--- src/rtl/err_gen_pkg.sv ---
// err_gen_pkg: shared widths, FSM state enum and saturation limits for the heading-error path
package err_gen_pkg;
   localparam int HDNG_W = 12;
   localparam int ERR_W  = 10;
   localparam logic signed [ERR_W-1:0] SAT_POS = 10'h1FF;
   localparam logic signed [ERR_W-1:0] SAT_NEG = 10'h200;
   typedef enum logic [0:0] {IDLE = 1'b0, FILL = 1'b1} state_e;
endpackage

--- src/rtl/err_gen_if.sv ---
// err_gen_if: heading sample inputs and averaged error outputs of err_gen
interface err_gen_if;
   import err_gen_pkg::*;
   logic signed [HDNG_W-1:0] actual_hdng;
   logic signed [HDNG_W-1:0] dsrd_hdng;
   logic                     hdng_vld;
   logic                     moving;
   logic signed [ERR_W-1:0]  err_sat;
   logic                     err_vld;
   modport master (output actual_hdng, hdng_vld, dsrd_hdng, moving, input err_sat, err_vld);
   modport slave (input actual_hdng, hdng_vld, dsrd_hdng, moving, output err_sat, err_vld);
endinterface

--- src/rtl/sat_s12_s10.sv ---
// sat_s12_s10: clamps a signed 12-bit value into signed 10-bit range
module sat_s12_s10
   import err_gen_pkg::*;
(
   input  logic signed [HDNG_W-1:0] a,
   output logic signed [ERR_W-1:0]  y
);
   // value fits when all bits above the 10-bit sign bit equal it
   always_comb
      y = (&a[HDNG_W-1:ERR_W-1] || ~|a[HDNG_W-1:ERR_W-1]) ? a[ERR_W-1:0] :
          a[HDNG_W-1] ? SAT_NEG : SAT_POS;
endmodule

--- src/rtl/err_gen.sv ---
// err_gen: averages 2^AVG_LOG2 wrapped heading errors and emits a saturated 10-bit error
module err_gen
   import err_gen_pkg::*;
#(
   parameter int AVG_LOG2 = 2
) (
   input logic       clk,
   input logic       rst_n,
   err_gen_if.slave  bus
);
   localparam int AW = HDNG_W + AVG_LOG2;
   localparam int CW = (AVG_LOG2 == 0) ? 1 : AVG_LOG2;
   localparam logic [CW-1:0] LAST = CW'((1 << AVG_LOG2) - 1);
   localparam logic [0:0] ST_IDLE = IDLE;
   localparam logic [0:0] ST_FILL = FILL;
   logic [0:0]               state, state_nx;
   logic signed [AW-1:0]     acc, acc_base, acc_nx, sum;
   logic [CW-1:0]            cnt, cnt_base, cnt_nx;
   logic signed [HDNG_W-1:0] dsrd_q, diff, avg;
   logic signed [ERR_W-1:0]  sat;
   logic                     accept, restart, done, clr;
   // window bookkeeping: a dsrd change or IDLE restarts the window so the current sample is first
   always_comb begin
      diff     = bus.actual_hdng - bus.dsrd_hdng;
      restart  = (state == ST_IDLE) || (bus.dsrd_hdng != dsrd_q);
      acc_base = restart ? '0 : acc;
      cnt_base = restart ? '0 : cnt;
      accept   = bus.hdng_vld && bus.moving;
      sum      = acc_base + AW'(diff);
      avg      = HDNG_W'(sum >>> AVG_LOG2);
      done     = accept && (cnt_base == LAST);
      clr      = !bus.moving || done;
      state_nx = bus.moving ? ST_FILL : ST_IDLE;
      acc_nx   = clr ? '0 : accept ? sum : acc_base;
      cnt_nx   = clr ? '0 : accept ? cnt_base + 1'b1 : cnt_base;
   end
   sat_s12_s10 u_sat (
      .a (avg),
      .y (sat)
   );
   // state, window and output registers; err_sat only moves on a completed window
   always_ff @(posedge clk or negedge rst_n)
      if (!rst_n) begin
         state       <= ST_IDLE;
         acc         <= '0;
         cnt         <= '0;
         dsrd_q      <= '0;
         bus.err_sat <= '0;
         bus.err_vld <= 1'b0;
      end else begin
         state       <= state_nx;
         acc         <= acc_nx;
         cnt         <= cnt_nx;
         dsrd_q      <= bus.dsrd_hdng;
         bus.err_vld <= done;
         if (done) bus.err_sat <= sat;
      end
endmodule

--- src/flat_wrapper.sv ---
// flat-port wrapper written by rule: the top's interface ports become plain ports
module err_gen_flat import err_gen_pkg::*;
#(
   parameter int AVG_LOG2 = 2
)
  (clk, rst_n, bus_actual_hdng, bus_hdng_vld, bus_dsrd_hdng, bus_moving, bus_err_sat, bus_err_vld);
  err_gen_if bus_i ();
  input logic clk;
  input logic rst_n;
  input wire logic [$bits(bus_i.actual_hdng)-1:0] bus_actual_hdng;
  input wire logic [$bits(bus_i.hdng_vld)-1:0] bus_hdng_vld;
  input wire logic [$bits(bus_i.dsrd_hdng)-1:0] bus_dsrd_hdng;
  input wire logic [$bits(bus_i.moving)-1:0] bus_moving;
  output wire logic [$bits(bus_i.err_sat)-1:0] bus_err_sat;
  output wire logic [$bits(bus_i.err_vld)-1:0] bus_err_vld;
  assign bus_i.actual_hdng = bus_actual_hdng;
  assign bus_i.hdng_vld = bus_hdng_vld;
  assign bus_i.dsrd_hdng = bus_dsrd_hdng;
  assign bus_i.moving = bus_moving;
  assign bus_err_sat = bus_i.err_sat;
  assign bus_err_vld = bus_i.err_vld;
  err_gen #(.AVG_LOG2(AVG_LOG2)) u_core (.clk(clk), .rst_n(rst_n), .bus(bus_i));
endmodule
--- config.mk ---
export PLATFORM = sky130hd
export DESIGN_NAME = err_gen_flat
export DESIGN_NICKNAME = d
export VERILOG_FILES = /design/src/rtl/err_gen_pkg.sv /design/src/rtl/err_gen_if.sv /design/src/rtl/sat_s12_s10.sv /design/src/rtl/err_gen.sv /design/src/flat_wrapper.sv
export SDC_FILE = /design/constraint.sdc
export NUM_CORES = 1
export LEC_CHECK = 0
export BUFFER_PORTS_ARGS = -buffer_cell sky130_fd_sc_hd__buf_2
export CORE_ASPECT_RATIO = 1.2
export CORE_MARGIN = 2
export CORE_UTILIZATION = 40
export DETAILED_ROUTE_END_ITERATION = 16
export MAX_ROUTING_LAYER = met4
export SLEW_MARGIN = 0
export SYNTH_ARGS = -nofsm -noshare
export SYNTH_HDL_FRONTEND = slang
export SYNTH_SLANG_ARGS = --single-unit
--- constraint.sdc ---
create_clock -name clk -period 4.55 [get_ports clk]
set_clock_uncertainty 0.2 [all_clocks]
set_input_delay 0 -clock clk [delete_from_list [all_inputs] [get_ports clk]]
set_output_delay 0 -clock clk [all_outputs]
set_load 0.1 [all_outputs]
==> results by group <==
Run status
  – Run status: finished clean

Timing
  – Fmax: 232 MHz
  – Worst slew margin: 36.2%
  – Post-route setup TNS: 0 ps
  – Slew @ Worst Pin: 958 ps
  – Final Hold Fails: 0
  – Final WS setup: 237 ps
  – Min Clock Period, post-route: 4310 ps
  – Final setup viols: 0
  – Pins Over Slew Limit: 0
  – Final period utilization: 94.8%

Placement
  – Routability cong.: 0.852
  – Post-place setup slack: 366 ps
  – Buffers added on ports: 38
  – HPWL after DPL: 5020 microns

Floorplanning
  – Starting Density: 40.8%
  – Die W: 82.2 microns
  – IO Count: 39
  – Die area: 8040 sq um
  – Num rows: 34
  – Core area: 7190 sq um
  – Die H: 97.8 microns

Synthesis
  – Count leader, synth: dfrtp_1
  – Synth top area share: 34.1%
  – Synth cell count leaders: dfrtp_1 (40), a21oi_1 (30), nor2_1 (28)
  – Synthesized area: 2930 sq um
  – Post-Syn Instances: 321
  – Sequential element share of the synthesized area: 34.1%
  – Synthesized flop and latch total: 40
  – Asr flop ratio synth: 100%
  – Cell taking the most area after synthesis: dfrtp_1
  – EDFF count, synth: 0
  – Syn_area_per_cell: 9.14 sq um
  – Syn. warnings: 0
  – Net count after synthesis: 376
  – Ys flop type: dfrtp_1
  – Ranking of synthesized cells by area: dfrtp_1 (34%), ha_1 (11%), xnor2_1 (6.6%)
  – Number of distinct library cells after synthesis: 53

Detailed routing
  – Initial detailed-routing violation count: 95
  – Wire length per cell: 15.0 microns
  – Via/cell ratio: 5.35
  – Drt first pass iters: 6
  – Total length of routed wires: 7010 microns
  – Total number of vias: 2503
  – Antenna-violating nets left: 0
  – DRC: 0

Clock tree
  – CTS H-tree lvls: 2
  – TritonCTS clock tree: done
  – Clock transition at the registers of the reported paths: 80 ps
  – Root Driver: clkbuf_8
  – Longest Clk Path Bufs: 2
  – Worst skew pair latency: 290 ps
  – TritonCTS buffer count: 5
  – # clock sinks: 40

Global route
  – First-pass GRT wire length: 11700 microns
  – Initial antenna violation count: 0
  – Total GRT Usage: 19.0%
  – Largest net degree at the start of global routing: 41
  – Total global routing overflow: 0
  – Vias in the first global route: 2468

Power
  – Lkg Pwr: 1.70 nW
  – P per Cell Area: 269 nW/um^2
  – Worst vdd ir: 0.000115 V

Worst setup path
  – Critical Path AT: 4310 ps
  – Worst setup EP type: flop
  – Worst Setup SP: bus_dsrd_hdng[0]
  – Reg2Reg Launch Point: u_core.dsrd_q[1]$_DFF_PN0_
  – CP startpoint kind: primary input
  – Setup CP Type: in2reg
  – Max FO, Critical Path: 6
  – Worst EP required: 4550 ps

Run
  – # Max-Cap Violations: 0

Finish
  – Synth-to-Final Area Change: 20.4%
  – Share of cells above drive strength 1: 18.8%
  – Nets@finish: 432
  – Diode count: 0

Min path
  – Worst min-delay path class: in2reg
  – Hold Startpoint: bus_dsrd_hdng[7]
==> per-stage QoR <==
step | cells | cell area, sq um | utilization, % | power, mW | hold slack (ps)
3_3_place_gp | 442 | 3220 | 44.7 | 0.645 | -51.6
5_1_grt | 468 | 3530 | 49.1 | 1.00 | 186
3_5_place_dp | 442 | 3220 | 44.7 | 0.647 | -49.3
2_1_floorplan | 321 | 2930 | - | 0.574 | -496
6_report | 468 | 3530 | 49.1 | 0.949 | 184
4_1_cts | 465 | 3470 | 48.3 | 0.950 | 177
==> report_power, final <==
| group | switching [mW] | total [mW] | internal [mW] |
|---|---|---|---|
| Combinational | 0.172 | 0.289 | 0.117 |
| Clock | 0.126 | 0.289 | 0.163 |
| Sequential | 0.00404 | 0.371 | 0.367 |
==> critical path: stages <==
cell and delay [ps]:
dlygate4sd3_1 520, buf_2 130, ha_1 170, inv_1 50, fa_1 390, a21o_1 190, a21oi_2 170, o21bai_1 100
a21oi_2 180, o21a_1 170, or4_1 120, nand3_1 90, ha_1 400, o21a_1 260, a21boi_1 90, o31ai_1 330
o211ai_1 160, a211o_2 410, and2_4 190, a211oi_2 190
==> routing by layer <==
metal	vias to the layer above	track usage [%]	routed length, microns
li1	1255	-	-
met1	1206	24.3	3250
met2	26	30.6	3440
met3	16	1.94	123
met4	0	7.31	200
met5	-	-	0
==> final timing paths <==
path / endpoint / slack (ps) / depth (start not counted)
setup / recovery: u_core.acc[13]$_DFF_PN0_ / 240 / 20
hold / removal: u_core.dsrd_q[7]$_DFF_PN0_ / 180 / 2
setup reg to reg: u_core.bus.err_sat[2]$_DFFE_PN0P_ / 690 / 13
hold reg to reg: u_core.bus.err_sat[6]$_DFFE_PN0P_ / 290 / 2
max in group asynchronous: u_core.acc[12]$_DFF_PN0_ / 3350 / 2
min in group asynchronous: u_core.dsrd_q[11]$_DFF_PN0_ / 190 / 2
==> area by class of cell <==
class                      count  area (sq um)
clock buffer                   6          72.6
clock inverter                 2          35.0
fill                         699          3660
inverter                      21          78.8
multi-input combinational    253          1870
sequential                    40          1000
tap                           90           113
timing repair buffer          56           363
==> placed cells by master (no fill, tap or decap), drive strengths merged, types with 6 or more instances in the layout <==
master	count
nand3	6
clkbuf	6
dlygate4sd3	15
buf	41
nand2	27
nor2	29
inv	21
a21oi	32
a21o	8
a211oi	7
xor2	9
and2	18
o21ai	9
ha	25
dfrtp	40
xnor2	22
o211ai	8
o311ai	8
==> sequential cells by signal (all words and copies together), names as in the netlist <==
signal              flops
u_core.dsrd_q          12
u_core.bus.err_sat     10
u_core.cnt              2
u_core.bus.err_vld      1
u_core.acc             14
u_core.state            1
==> cell families after synthesis <==
kind of cell,Yosys count,share of synthesized area [%]
AOI/OAI and AO/OA,94,22.6
xor gates and xnor gates,31,9.26
adders and majority gates,27,12.0
buffers and inverters,30,3.88
DFF,40,34.1
muxes,2,0.683
and+or+nand+nor,97,17.4
==> what timing repair did <==
item                                    4_1_cts  5_1_grt
resized for setup                             0        8
buffers inserted                              0        1
hold buffers                                 15        0
hold endpoints to repair                     55        0
endpoints found under the setup margin        0       10
(Power assumes the default switching activity.)
